## src/rtl/tff_seq_pkg.sv

```systemverilog
// Shared state encoding for the T-flip-flop sequence controller.
package tff_seq_pkg;

    localparam logic [1:0] ENC_IDLE  = 2'd0;
    localparam logic [1:0] ENC_CLEAR = 2'd1;
    localparam logic [1:0] ENC_RUN   = 2'd2;

    typedef enum logic [1:0] {
        ST_IDLE  = ENC_IDLE,
        ST_CLEAR = ENC_CLEAR,
        ST_RUN   = ENC_RUN
    } state_t;

endpackage

```

## src/rtl/tff_cell.sv

```systemverilog
// Single T flip-flop cell with synchronous active-low reset.
module tff_cell (
    input  logic clk,
    input  logic rst_n,
    input  logic t,
    output logic q
);

    always_ff @(posedge clk) begin
        if (!rst_n) begin
            q <= 1'b0;
        end else if (t) begin
            q <= ~q;
        end
    end

endmodule

```

## src/rtl/tff_seq_ctrl.sv

```systemverilog
// Programmable-modulus counter built from a bank of T flip-flop cells.
// Optional down counting via macro TFF_DIR_EN (adds up_dn input).
module tff_seq_ctrl
    import tff_seq_pkg::*;
#(
    parameter int WIDTH = 8,
    parameter int WRAPW = 8
) (
    input  logic             clk,
    input  logic             rst_n,
    input  logic             start,
    input  logic             stop,
    input  logic [WIDTH-1:0] modulus,
    input  logic [WRAPW-1:0] wrap_target,
`ifdef TFF_DIR_EN
    input  logic             up_dn,
`endif
    output logic [WIDTH-1:0] count,
    output logic [WIDTH-1:0] t_vec,
    output logic             tc,
    output logic             busy,
    output logic             done
);

    state_t           state;
    logic [WIDTH-1:0] cfg_mod;
    logic [WRAPW-1:0] cfg_tgt;
    logic [WRAPW-1:0] wrap_cnt;
    logic [WRAPW-1:0] wrap_nxt;
    logic             busy_q;
    logic             done_q;
    logic [WIDTH:0]   m_eff;
    logic [WIDTH:0]   m_last;
    logic [WIDTH-1:0] inc_vec;
    logic             at_wrap;
    logic             finish;

    // modulus 0 selects the full 2^WIDTH range
    assign m_eff  = (cfg_mod == '0) ? {1'b1, {WIDTH{1'b0}}}
                                    : {1'b0, cfg_mod};
    assign m_last = m_eff - 1'b1;

    always_comb begin
        logic carry;
        carry = 1'b1;
        for (int i = 0; i < WIDTH; i++) begin
            inc_vec[i] = carry;
            carry      = carry & count[i];
        end
    end

`ifdef TFF_DIR_EN
    logic             cfg_up;
    logic [WIDTH-1:0] dec_vec;

    always_comb begin
        logic borrow;
        borrow = 1'b1;
        for (int i = 0; i < WIDTH; i++) begin
            dec_vec[i] = borrow;
            borrow     = borrow & ~count[i];
        end
    end

    assign at_wrap = cfg_up ? ({1'b0, count} == m_last)
                            : (count == '0);
`else
    assign at_wrap = ({1'b0, count} == m_last);
`endif

    assign wrap_nxt = (wrap_cnt == '1) ? wrap_cnt : wrap_cnt + 1'b1;
    assign finish   = at_wrap && (cfg_tgt != '0) && (wrap_nxt == cfg_tgt);

    always_comb begin
        t_vec = '0;
        tc    = 1'b0;
        unique case (state)
            ST_CLEAR: begin
                if (!stop) t_vec = count;
            end
            ST_RUN: begin
                if (!stop) begin
                    tc = at_wrap;
`ifdef TFF_DIR_EN
                    if (cfg_up) begin
                        t_vec = at_wrap ? count : inc_vec;
                    end else begin
                        // count is 0 here, so toggling M-1 loads M-1
                        t_vec = at_wrap ? m_last[WIDTH-1:0] : dec_vec;
                    end
`else
                    t_vec = at_wrap ? count : inc_vec;
`endif
                end
            end
            default: ;
        endcase
    end

    always_ff @(posedge clk) begin
        if (!rst_n) begin
            state    <= ST_IDLE;
            cfg_mod  <= '0;
            cfg_tgt  <= '0;
            wrap_cnt <= '0;
            busy_q   <= 1'b0;
            done_q   <= 1'b0;
`ifdef TFF_DIR_EN
            cfg_up   <= 1'b1;
`endif
        end else begin
            done_q <= 1'b0;
            unique case (state)
                ST_IDLE: begin
                    if (start && !stop) begin
                        cfg_mod  <= modulus;
                        cfg_tgt  <= wrap_target;
                        wrap_cnt <= '0;
`ifdef TFF_DIR_EN
                        cfg_up   <= up_dn;
`endif
                        busy_q   <= 1'b1;
                        state    <= ST_CLEAR;
                    end
                end
                ST_CLEAR: begin
                    if (stop) begin
                        busy_q <= 1'b0;
                        state  <= ST_IDLE;
                    end else begin
                        state  <= ST_RUN;
                    end
                end
                ST_RUN: begin
                    if (stop) begin
                        busy_q <= 1'b0;
                        state  <= ST_IDLE;
                    end else if (at_wrap) begin
                        wrap_cnt <= wrap_nxt;
                        if (finish) begin
                            busy_q <= 1'b0;
                            done_q <= 1'b1;
                            state  <= ST_IDLE;
                        end
                    end
                end
                default: begin
                    busy_q <= 1'b0;
                    state  <= ST_IDLE;
                end
            endcase
        end
    end

    genvar g;
    generate
        for (g = 0; g < WIDTH; g++) begin : g_cell
            tff_cell u_cell (
                .clk   (clk),
                .rst_n (rst_n),
                .t     (t_vec[g]),
                .q     (count[g])
            );
        end
    endgenerate

    assign busy = busy_q;
    assign done = done_q;

endmodule

```

## config.mk

```make
export PLATFORM = sky130hd
export DESIGN_NAME = tff_seq_ctrl
export DESIGN_NICKNAME = d
export VERILOG_FILES = /design/src/rtl/tff_seq_pkg.sv /design/src/rtl/tff_cell.sv /design/src/rtl/tff_seq_ctrl.sv
export SDC_FILE = /design/constraint.sdc
export NUM_CORES = 1
export LEC_CHECK = 0
export BUFFER_PORTS_ARGS = -buffer_cell sky130_fd_sc_hd__buf_2
export CORE_ASPECT_RATIO = 1.25
export CORE_UTILIZATION = 50
export DETAILED_ROUTE_END_ITERATION = 10
export HOLD_SLACK_MARGIN = 0.05
export PLACE_DENSITY_LB_ADDON = 0.3
export SYNTH_ARGS = -nofsm -noshare
export SYNTH_HDL_FRONTEND = slang
export SYNTH_SLANG_ARGS = --single-unit
```

## constraint.sdc

```tcl
create_clock -name clk -period 3.84 [get_ports clk]
set_input_delay 0.384 -clock clk [delete_from_list [all_inputs] [get_ports clk]]
set_output_delay 0.384 -clock clk [all_outputs]
set_load 0.02 [all_outputs]
```

==> run_results.csv, run 1 <==
group,metric,value,unit
timing,worst_pin_slew,0.762,ns
routing,routedWlPerCell,14.5,microns
logic_synthesis,yosysSeqAreaShare,0.278,
global_route,track_usage,0.238,
timing,report.final.slew_viol_count,0,
clock_network,cts_htree_levels,2,
clock_network,cts_buffers,5,
cells_and_area,num-fill-cells,482,
logic_synthesis,synth.net_count,369,
worst_hold_path,worst_hold_path.endpoint,"cfg_tgt[0]",
logic_synthesis,synth_area_leaders,"dfxtp_1 (28%), nand2_1 (8.1%), a21oi_1 (5.6%)",
logic_synthesis,netlist_area,2590,sq um
placed_design,place_area,2670,sq um
worst_hold_path,min_from,"wrap_target[0]",
timing,timing.fmax,291,MHz
floorplan,pin_count,39,
setup_path,cp.required,4.00,ns
setup_path,r2r-end,"busy",
power_and_ir_drop,p_leak,1.09,nW
clock_network,clkLatencyLatePin,0.29,ns
global_route,grt_max_degree,26,
cells_and_area,area_delta_synth_final,6.71,%
placed_design,pre_cts_ws,0.491,ns
setup_path,arrival,3.60,ns
logic_synthesis,synthDistinctLibCells,65,
logic_synthesis,synth-seq-cells,36,
cells_and_area,instances_no_fill,414,
routing,via_count,2429,
timing,skew,0.00678,ns
timing,post-route-min-period,3.43,ns
logic_synthesis,synth_edf_count,0,
setup_path,crit_type,"flip-flop to flip-flop",
power_and_ir_drop,p_per_area,290,nW/um^2
cells_and_area,drive_above_1_share,0.175,
run,cap_violations,0,
placed_design,port_buffers,38,
cells_and_area,num_antenna_cells,0,
logic_synthesis,avgSynthCellArea,7.55,sq um
power_and_ir_drop,ir_drop,0.218,mV
power_and_ir_drop,power,0.803,mW
placed_design,globalplace.congestion,0.918,
setup_path,endpoint_kind,"flip-flop",
clock_network,post_cts_buffers,0,
floorplan,row_count,28,
global_route,grt_overflow,0,
status,status,"finished, final reports clean",
logic_synthesis,synth-main-ff-cell,"dfxtp_1",
floorplan,core-area,4870,sq um
setup_path,r2r_cells,10,
worst_hold_path,hold_class,"input pin to flip-flop",
timing,timing.final.ws_setup,0.406,ns
setup_path,r2r_setup_slack,0.41,ns
logic_synthesis,synth.largest_area_cell,"dfxtp_1",
timing,fin_tns_setup,0,ns
worst_hold_path,hold_depth,3,
timing,fin_crit_sh,0.894,
global_route,antenna_found_initial,0,
cells_and_area,seq_area,721,sq um
clock_network,cts_tree,"built",
global_route,grt_pass1_wl,10000,microns
routing,drc,0,
setup_path,timing.rr.start,"wrap_cnt[1]",
floorplan,start_util,0.532,
floorplan,dieArea,5480,sq um
placed_design,dpl.cell_count,407,
routing,ant_nets,0,
logic_synthesis,ys_async_sr_fraction,0,
routing,drtIter0Drc,131,
timing,slew-limit-headroom,0.491,
setup_path,start_kind,"flip-flop",
clock_network,post_cts_resized,0,
cells_and_area,multi_input_area,1640,sq um
cells_and_area,final_area,2770,sq um
timing,setup_violations,0,
timing,grt_setup_unrepaired,"no",
setup_path,critical_path.max_fanout,12,
logic_synthesis,synth_top_area_frac,0.278,
placed_design,post-dp-hpwl,4460,microns
clock_network,cts_buffer_depth,2,
clock_network,cts.sinks,36,
logic_synthesis,yosysWarnings,0,
floorplan,die_x,66.4,microns
clock_network,root_buffer,"clkbuf_8",
cells_and_area,final_net_count,380,
routing,viasPerCell,5.87,
global_route,grt_pass1_vias,2083,
routing,first_pass_iters,4,
logic_synthesis,syn_inst,343,
clock_network,postCtsHoldBufs,0,
timing,hold_viol_final,0,
floorplan,die_h,82.5,microns
routing,routed_wl,5990,microns
clock_network,clk_pin_slew,0.07,ns
==> flip-flops by register name (all words and copies together), names as in the netlist <==
name,count
busy,1
state,2
done,1
g_cell.u_cell.q,8
cfg_mod,8
wrap_cnt,8
cfg_tgt,8
==> per-stage QoR <==
step	hold WS, ns	utilization
floorplan	0.456	-
CTS	0.323	0.568
detailed placement	0.476	0.548
global placement	0.468	0.548
global route	0.329	0.568
finish	0.330	0.568
==> report_power, final <==
part,internal [mW],switching [mW]
combinational,0.0463,0.0662
sequential,0.384,0.0119
clock,0.160,0.135
total,0.590,0.213
==> cell type report <==
class	count	area share
multi-input cells	262	0.592
flip-flops and latches	36	0.261
well taps	60	0.0271
clock buffers	7	0.0348
repair buffers	39	0.0715
inverters	10	0.0136
==> placed cells by master (no fill, tap or decap), types with 3 or more instances in the layout <==
| cell | Yosys | final |
|---|---|---|
| a21boi_0 | 3 | 3 |
| o21ai_0 | 19 | 19 |
| xor2_1 | 7 | 7 |
| mux2i_1 | 3 | 3 |
| nand4_1 | 5 | 5 |
| o211ai_1 | 4 | 4 |
| buf_2 | 3 | 38 |
| or3_1 | 3 | 3 |
| xnor2_1 | 11 | 11 |
| nor2b_1 | 3 | 3 |
| nand2_1 | 56 | 56 |
| a31oi_1 | 5 | 5 |
| nor3_1 | 4 | 4 |
| a21oi_1 | 29 | 29 |
| dfxtp_1 | 36 | 36 |
| nand2b_1 | 7 | 7 |
| nand3_1 | 8 | 8 |
| nor2_1 | 21 | 21 |
| and2_1 | 4 | 4 |
| ha_1 | 6 | 6 |
| o41ai_1 | 3 | 3 |
| clkbuf_8 | 0 | 7 |
| a211oi_1 | 3 | 3 |
| inv_1 | 10 | 10 |
| and3_1 | 7 | 7 |
==> worst max-delay path: stages (launching register included) <==
cell and delay (ns):
dfxtp_1 0.43, ha_1 0.44, nand3_1 0.26, nor3_1 0.58
buf_4 0.27, mux2i_1 0.09, a21oi_1 0.15, nor4b_1 0.42
a21oi_1 0.24, o311ai_0 0.30, o21ai_0 0.12
==> worst max path at each step <==
| stage | start | endpoint | cells past startpoint |
|---|---|---|---|
| after floorplan | cfg_mod[0] | t_vec[5] | 11 |
| after global placement | wrap_cnt[1] | busy | 10 |
| after detailed placement | wrap_cnt[0] | busy | 10 |
| after CTS | wrap_cnt[1] | busy | 10 |
| after global routing | wrap_cnt[0] | busy | 10 |
| final | wrap_cnt[1] | busy | 10 |
==> logic make-up (layout without fill, tap and decap cells) <==
family	after synthesis	count (layout)	share of synthesized area
DFF	36	36	0.278
AOI/OAI and AO/OA	92	92	0.231
and+or+nand+nor	141	141	0.287
adders and majority gates	6	6	0.0290
muxes	4	4	0.0159
xor gates and xnor gates	19	19	0.0695
buffers and inverters	45	56	0.0898
==> metal layers <==
layer | track usage | routed length [microns]
met5 | 0 | 0
met4 | 0.109 | 158
met3 | 0.0357 | 157
met2 | 0.416 | 3030
met1 | 0.285 | 2650
==> synth_stat cells (all sizes together) (4+ instances only) <==
cell,instances
a31oi,5
nand2b,7
ha,6
nand3,8
xor2,7
buf,19
nand2,56
o21ai,19
inv,10
nor3,5
nor2,21
and2,5
xnor2,11
o211ai,4
and3,9
a21oi,29
nand4,5
clkbuf,16
dfxtp,36
Note: power is estimated with default switching activity, not from simulation.
==> run 2, diff against run 1 <==
==> constraint.sdc (replaced) <==
create_clock -name clk -period 2.8 [get_ports clk]
set_input_delay 0.28 -clock clk [delete_from_list [all_inputs] [get_ports clk]]
set_output_delay 0.28 -clock clk [all_outputs]
set_load 0.005 [all_outputs]
==> run_results.csv, run 2 (synthesis gave the netlist of run 1 again) <==
group,metric,value,unit
placed_design,port_buffers,38,
cells_and_area,drive_above_1_share,0.299,
clock_network,cts_tree,"built",
global_route,grt_overflow,0,
routing,top_layer,"met4",
routing,ant_nets,0,
routing,routed_wl,6650,microns
clock_network,cts_htree_levels,2,
cells_and_area,layout_commonest_cell,"nand2_1",
floorplan,die_h,82.5,microns
power_and_ir_drop,power,1.13,mW
clock_network,clkLatencyLatePin,0.29,ns
cells_and_area,area_delta_synth_final,20.7,%
power_and_ir_drop,p_seq_frac,0.484,
power_and_ir_drop,internal-power,0.812,mW
routing,wl_met1,2700,microns
cells_and_area,final_cell_mix,"nand2_1 (56), buf_2 (38), a21oi_1 (29), dfxtp_1 (29), buf_4 (27)",
status,status,"finished, violations left",
routing,viasPerCell,5.89,
clock_network,cts_buffers,5,
timing,setup_violations,1,
power_and_ir_drop,p_leak,1.25,nW
global_route,track_usage,0.255,
status,violations,"setup timing",
timing,skew,0.0128,ns
clock_network,clk_pin_slew,0.08,ns
routing,routedWlPerCell,15.0,microns
timing,hold_viol_final,0,
timing,post-route-min-period,2.81,ns
routing,first_pass_iters,4,
timing,report.final.slew_viol_count,0,
placed_design,post-dp-hpwl,4690,microns
timing,slew-limit-headroom,0.463,
cells_and_area,num_antenna_cells,0,
setup_path,endpoint_kind,"output port",
timing,timing.final.ws_setup,-0.00532,ns
floorplan,row_count,28,
timing,timing.fmax,356,MHz
routing,dr_wl_met2,3540,microns
power_and_ir_drop,combPwrFrac,0.168,
placed_design,globalplace.congestion,0.893,
floorplan,start_util,0.532,
setup_path,crit_type,"flip-flop to output port",
global_route,antenna_found_initial,0,
setup_path,start_kind,"flip-flop",
power_and_ir_drop,p_per_area,360,nW/um^2
floorplan,core-area,4870,sq um
routing,wl_met3,262,microns
setup_path,arrival,2.53,ns
clock_network,root_buffer,"clkbuf_8",
run,cap_violations,0,
setup_path,cp.required,2.52,ns
global_route,grt_max_degree,26,
timing,fin_crit_sh,1.00,
power_and_ir_drop,ir_drop,0.243,mV
power_and_ir_drop,swShare,0.279,
power_and_ir_drop,p_switching,0.314,mW
timing,worst_pin_slew,0.805,ns
cells_and_area,final_net_count,409,
clock_network,cts.sinks,36,
global_route,grt_pass1_wl,10700,microns
worst_hold_path,hold_class,"input pin to flip-flop",
routing,drc,0,
clock_network,postCtsHoldBufs,0,
routing,via_count,2616,
routing,drtIter0Drc,204,
floorplan,die_x,66.4,microns
setup_path,critical_path.max_fanout,7,
timing,grt_setup_unrepaired,"yes",
floorplan,pin_count,39,
cells_and_area,fin_util,0.642,
clock_network,cts_buffer_depth,2,
global_route,grt_pass1_vias,2337,
power_and_ir_drop,clkPwrFrac,0.348,
floorplan,dieArea,5480,sq um
[run 2: cell types whose count changed in the layout (fill, tap and decap cells not counted), moves of 3 or more]
cell,before,now
nor2_4,0,3
dfxtp_2,0,7
buf_4,1,27
nor2_1,21,17
dfxtp_1,36,29
a21boi_0,3,0
ha_1,6,3
a21boi_1,0,3
[run 2: cell type report]
class                   instances  area, sq um
fillers                       430         1740
clock inverters                 1         7.51
well taps                      60         75.1
inverters                      10         40.0
clock buffers                   7         86.3
repair buffers                 68          435
flip-flops and latches         36          729
multi-input cells             262         1750
[run 2: metrics by stage]
stage | setup TNS (ns) | setup WS, ns | hold slack (ns) | std cells | instance area, sq um
finish | -0.00532 | -0.00532 | 0.213 | 444 | 3130
global placement | 0 | 0.163 | 0.473 | 421 | 2770
CTS | -0.128 | -0.0426 | 0.213 | 432 | 2920
floorplan | 0 | 0.184 | 0.416 | 343 | 2590
global route | -0.480 | -0.128 | 0.214 | 444 | 3130
detailed placement | 0 | 0.106 | 0.475 | 421 | 2770
[run 2: layer usage]
metal  GRT usage  vias up
met1       0.302     1243
met4       0.104        0
met5           0        -
met2       0.451       75
li1            -     1284
met3      0.0440       14
[run 2: worst max-delay path: stages, from the launching register on]
cell and delay (ns):
dfxtp_2 0.36, inv_4 0.06, ha_4 0.24, xnor2_2 0.12, or3_4 0.34, a311oi_4 0.22
buf_4 0.17, nand4b_4 0.15, nor2_4 0.19, buf_6 0.12, o21ai_2 0.04, a21boi_1 0.11
buf_2 0.12
[run 2: final timing paths]
check	depth (start not counted)	start	endpoint	slack, ns
worst max-delay path	12	cfg_mod[0]	t_vec[7]	-0.005
worst min-delay path	3	modulus[5]	cfg_mod[5]	0.21
worst max register to register	11	cfg_mod[0]	wrap_cnt[2]	0.04
worst min register to register	2	cfg_tgt[3]	cfg_tgt[3]	0.48
[run 2: power by group through the flow]
stage                     registers [mW]  clock network (mW)  logic [mW]
final                              0.545               0.391       0.189
after global routing               0.547               0.417       0.209
after CTS                          0.542               0.396       0.169
after detailed placement           0.554                   0       0.162
after global placement             0.553                   0       0.158
after floorplan                    0.549                   0       0.115
[run 2: what timing repair did]
action | in CTS | in global routing
pin swaps | 3 | 11
resized for setup | 13 | 25
buffers inserted | 3 | 11
endpoints found under the setup margin | 8 | 14
endpoints found under the hold margin | 0 | 0
cloned | 0 | 1
==> run 3, diff against run 2 <==
Settings changed: GPL_ROUTABILITY_DRIVEN set to 0, RECOVER_POWER set to 25.
==> run_results.csv, run 3 (synthesis gave the netlist of run 1 again) <==
group,metric,value,unit
status,status,"finished, violations left",
status,violations,"setup timing",
cells_and_area,num_antenna_cells,0,
clock_network,clkLatencyLatePin,0.29,ns
timing,skew,0.0128,ns
floorplan,row_count,28,
timing,timing.fmax,357,MHz
floorplan,core-area,4870,sq um
run,cap_violations,0,
setup_path,endpoint_kind,"output port",
worst_hold_path,hold_class,"input pin to flip-flop",
clock_network,clk_pin_slew,0.08,ns
cells_and_area,num-fill-cells,430,
floorplan,pin_count,39,
routing,routed_wl,6640,microns
routing,drtIter0Drc,209,
setup_path,critical_path.max_fanout,7,
setup_path,cp.required,2.52,ns
cells_and_area,final_net_count,409,
cells_and_area,seq_area,729,sq um
placed_design,post-dp-hpwl,4690,microns
power_and_ir_drop,ir_drop,0.243,mV
routing,ant_nets,0,
clock_network,postCtsHoldBufs,0,
placed_design,place_area,2770,sq um
timing,fin_crit_sh,1.00,
cells_and_area,final_area,3120,sq um
power_and_ir_drop,p_per_area,361,nW/um^2
global_route,grt_overflow,0,
cells_and_area,layout_commonest_cell,"nand2_1",
setup_path,arrival,2.52,ns
timing,grt_setup_unrepaired,"yes",
timing,timing.final.ws_setup,-0.00461,ns
timing,hold_viol_final,0,
cells_and_area,multi_input_area,1750,sq um
timing,whs,0.212,ns
global_route,grt_pass1_wl,10700,microns
floorplan,die_h,82.5,microns
clock_network,cts_buffer_depth,2,
timing,post-route-min-period,2.80,ns
routing,drc,0,
setup_path,r2r_setup_slack,0.04,ns
power_and_ir_drop,power,1.13,mW
cells_and_area,area_delta_synth_final,20.4,%
floorplan,dieArea,5480,sq um
timing,report.final.slew_viol_count,0,
routing,routedWlPerCell,15.0,microns
placed_design,port_buffers,38,
floorplan,die_x,66.4,microns
power_and_ir_drop,p_leak,1.24,nW
setup_path,start_kind,"flip-flop",
routing,viasPerCell,5.89,
routing,via_count,2617,
clock_network,root_buffer,"clkbuf_8",
clock_network,cts_tree,"built",
cells_and_area,fin_util,0.641,
global_route,grt_pass1_vias,2337,
clock_network,cts_htree_levels,2,
cells_and_area,final_cell_mix,"nand2_1 (56), buf_2 (38), a21oi_1 (29), dfxtp_1 (29), buf_4 (25)",
global_route,grt_max_degree,26,
timing,setup_violations,1,
cells_and_area,drive_above_1_share,0.294,
clock_network,cts.sinks,36,
timing,slew-limit-headroom,0.467,
routing,first_pass_iters,4,
clock_network,cts_buffers,5,
timing,worst_pin_slew,0.798,ns
global_route,antenna_found_initial,0,
floorplan,start_util,0.532,
global_route,track_usage,0.255,
setup_path,crit_type,"flip-flop to output port",
run 3: worst max-delay path, cell delays in order, from the launching register on:
cell,delay [ns]
dfxtp_2,0.36
inv_4,0.06
ha_4,0.24
xnor2_2,0.12
or3_4,0.34
a311oi_4,0.22
buf_4,0.17
nand4b_4,0.15
nor2_4,0.19
buf_6,0.12
o21ai_2,0.04
a21boi_1,0.11
buf_2,0.12
run 3: power by group:
| part | switching, mW | internal [mW] | leakage [nW] | total [mW] |
|---|---|---|---|---|
| Sequential | 0.0178 | 0.527 | 0.295 | 0.545 |
| Combinational | 0.104 | 0.0848 | 0.904 | 0.189 |
| Clock | 0.192 | 0.200 | 0.0445 | 0.392 |
| Total | 0.314 | 0.812 | 1.24 | 1.13 |
run 3: metrics by stage:
step | worst slack, ns | std cells | setup TNS, ns
global placement | 0.163 | 421 | 0
finish | -0.00461 | 444 | -0.00461
global route | -0.128 | 444 | -0.480
floorplan | 0.184 | 343 | 0
CTS | -0.0426 | 432 | -0.128
detailed placement | 0.106 | 421 | 0
run 3: worst paths after layout:
check                                start     endpoint  cells past startpoint
worst min register to register  cfg_tgt[3]   cfg_tgt[3]                      2
worst max-delay path            cfg_mod[0]     t_vec[7]                     12
worst max register to register  cfg_mod[0]  wrap_cnt[2]                     11
worst min-delay path            modulus[5]   cfg_mod[5]                      3
run 3: layer usage:
metal / wire length [microns] / vias to the layer above / GRT usage
met5: 0 / - / 0
met3: 262 / 15 / 0.0440
met4: 161 / 0 / 0.104
met2: 3530 / 74 / 0.451
met1: 2690 / 1243 / 0.302
li1: - / 1285 / -
run 3: final cells by class:
type / count / share of cell area
multi-input cells: 262 / 0.562
inverters: 10 / 0.0128
clock buffers: 7 / 0.0277
clock inverters: 1 / 0.00241
well taps: 60 / 0.0241
flip-flops and latches: 36 / 0.234
repair buffers: 68 / 0.137
run 3: repair_timing:
action                                  CTS  global route
gates cloned                              0             1
endpoints found under the setup margin    8            14
pin swaps                                 3            11
resized for setup                        13            25
buffers inserted                          3            11
hold endpoints to repair                  0             0
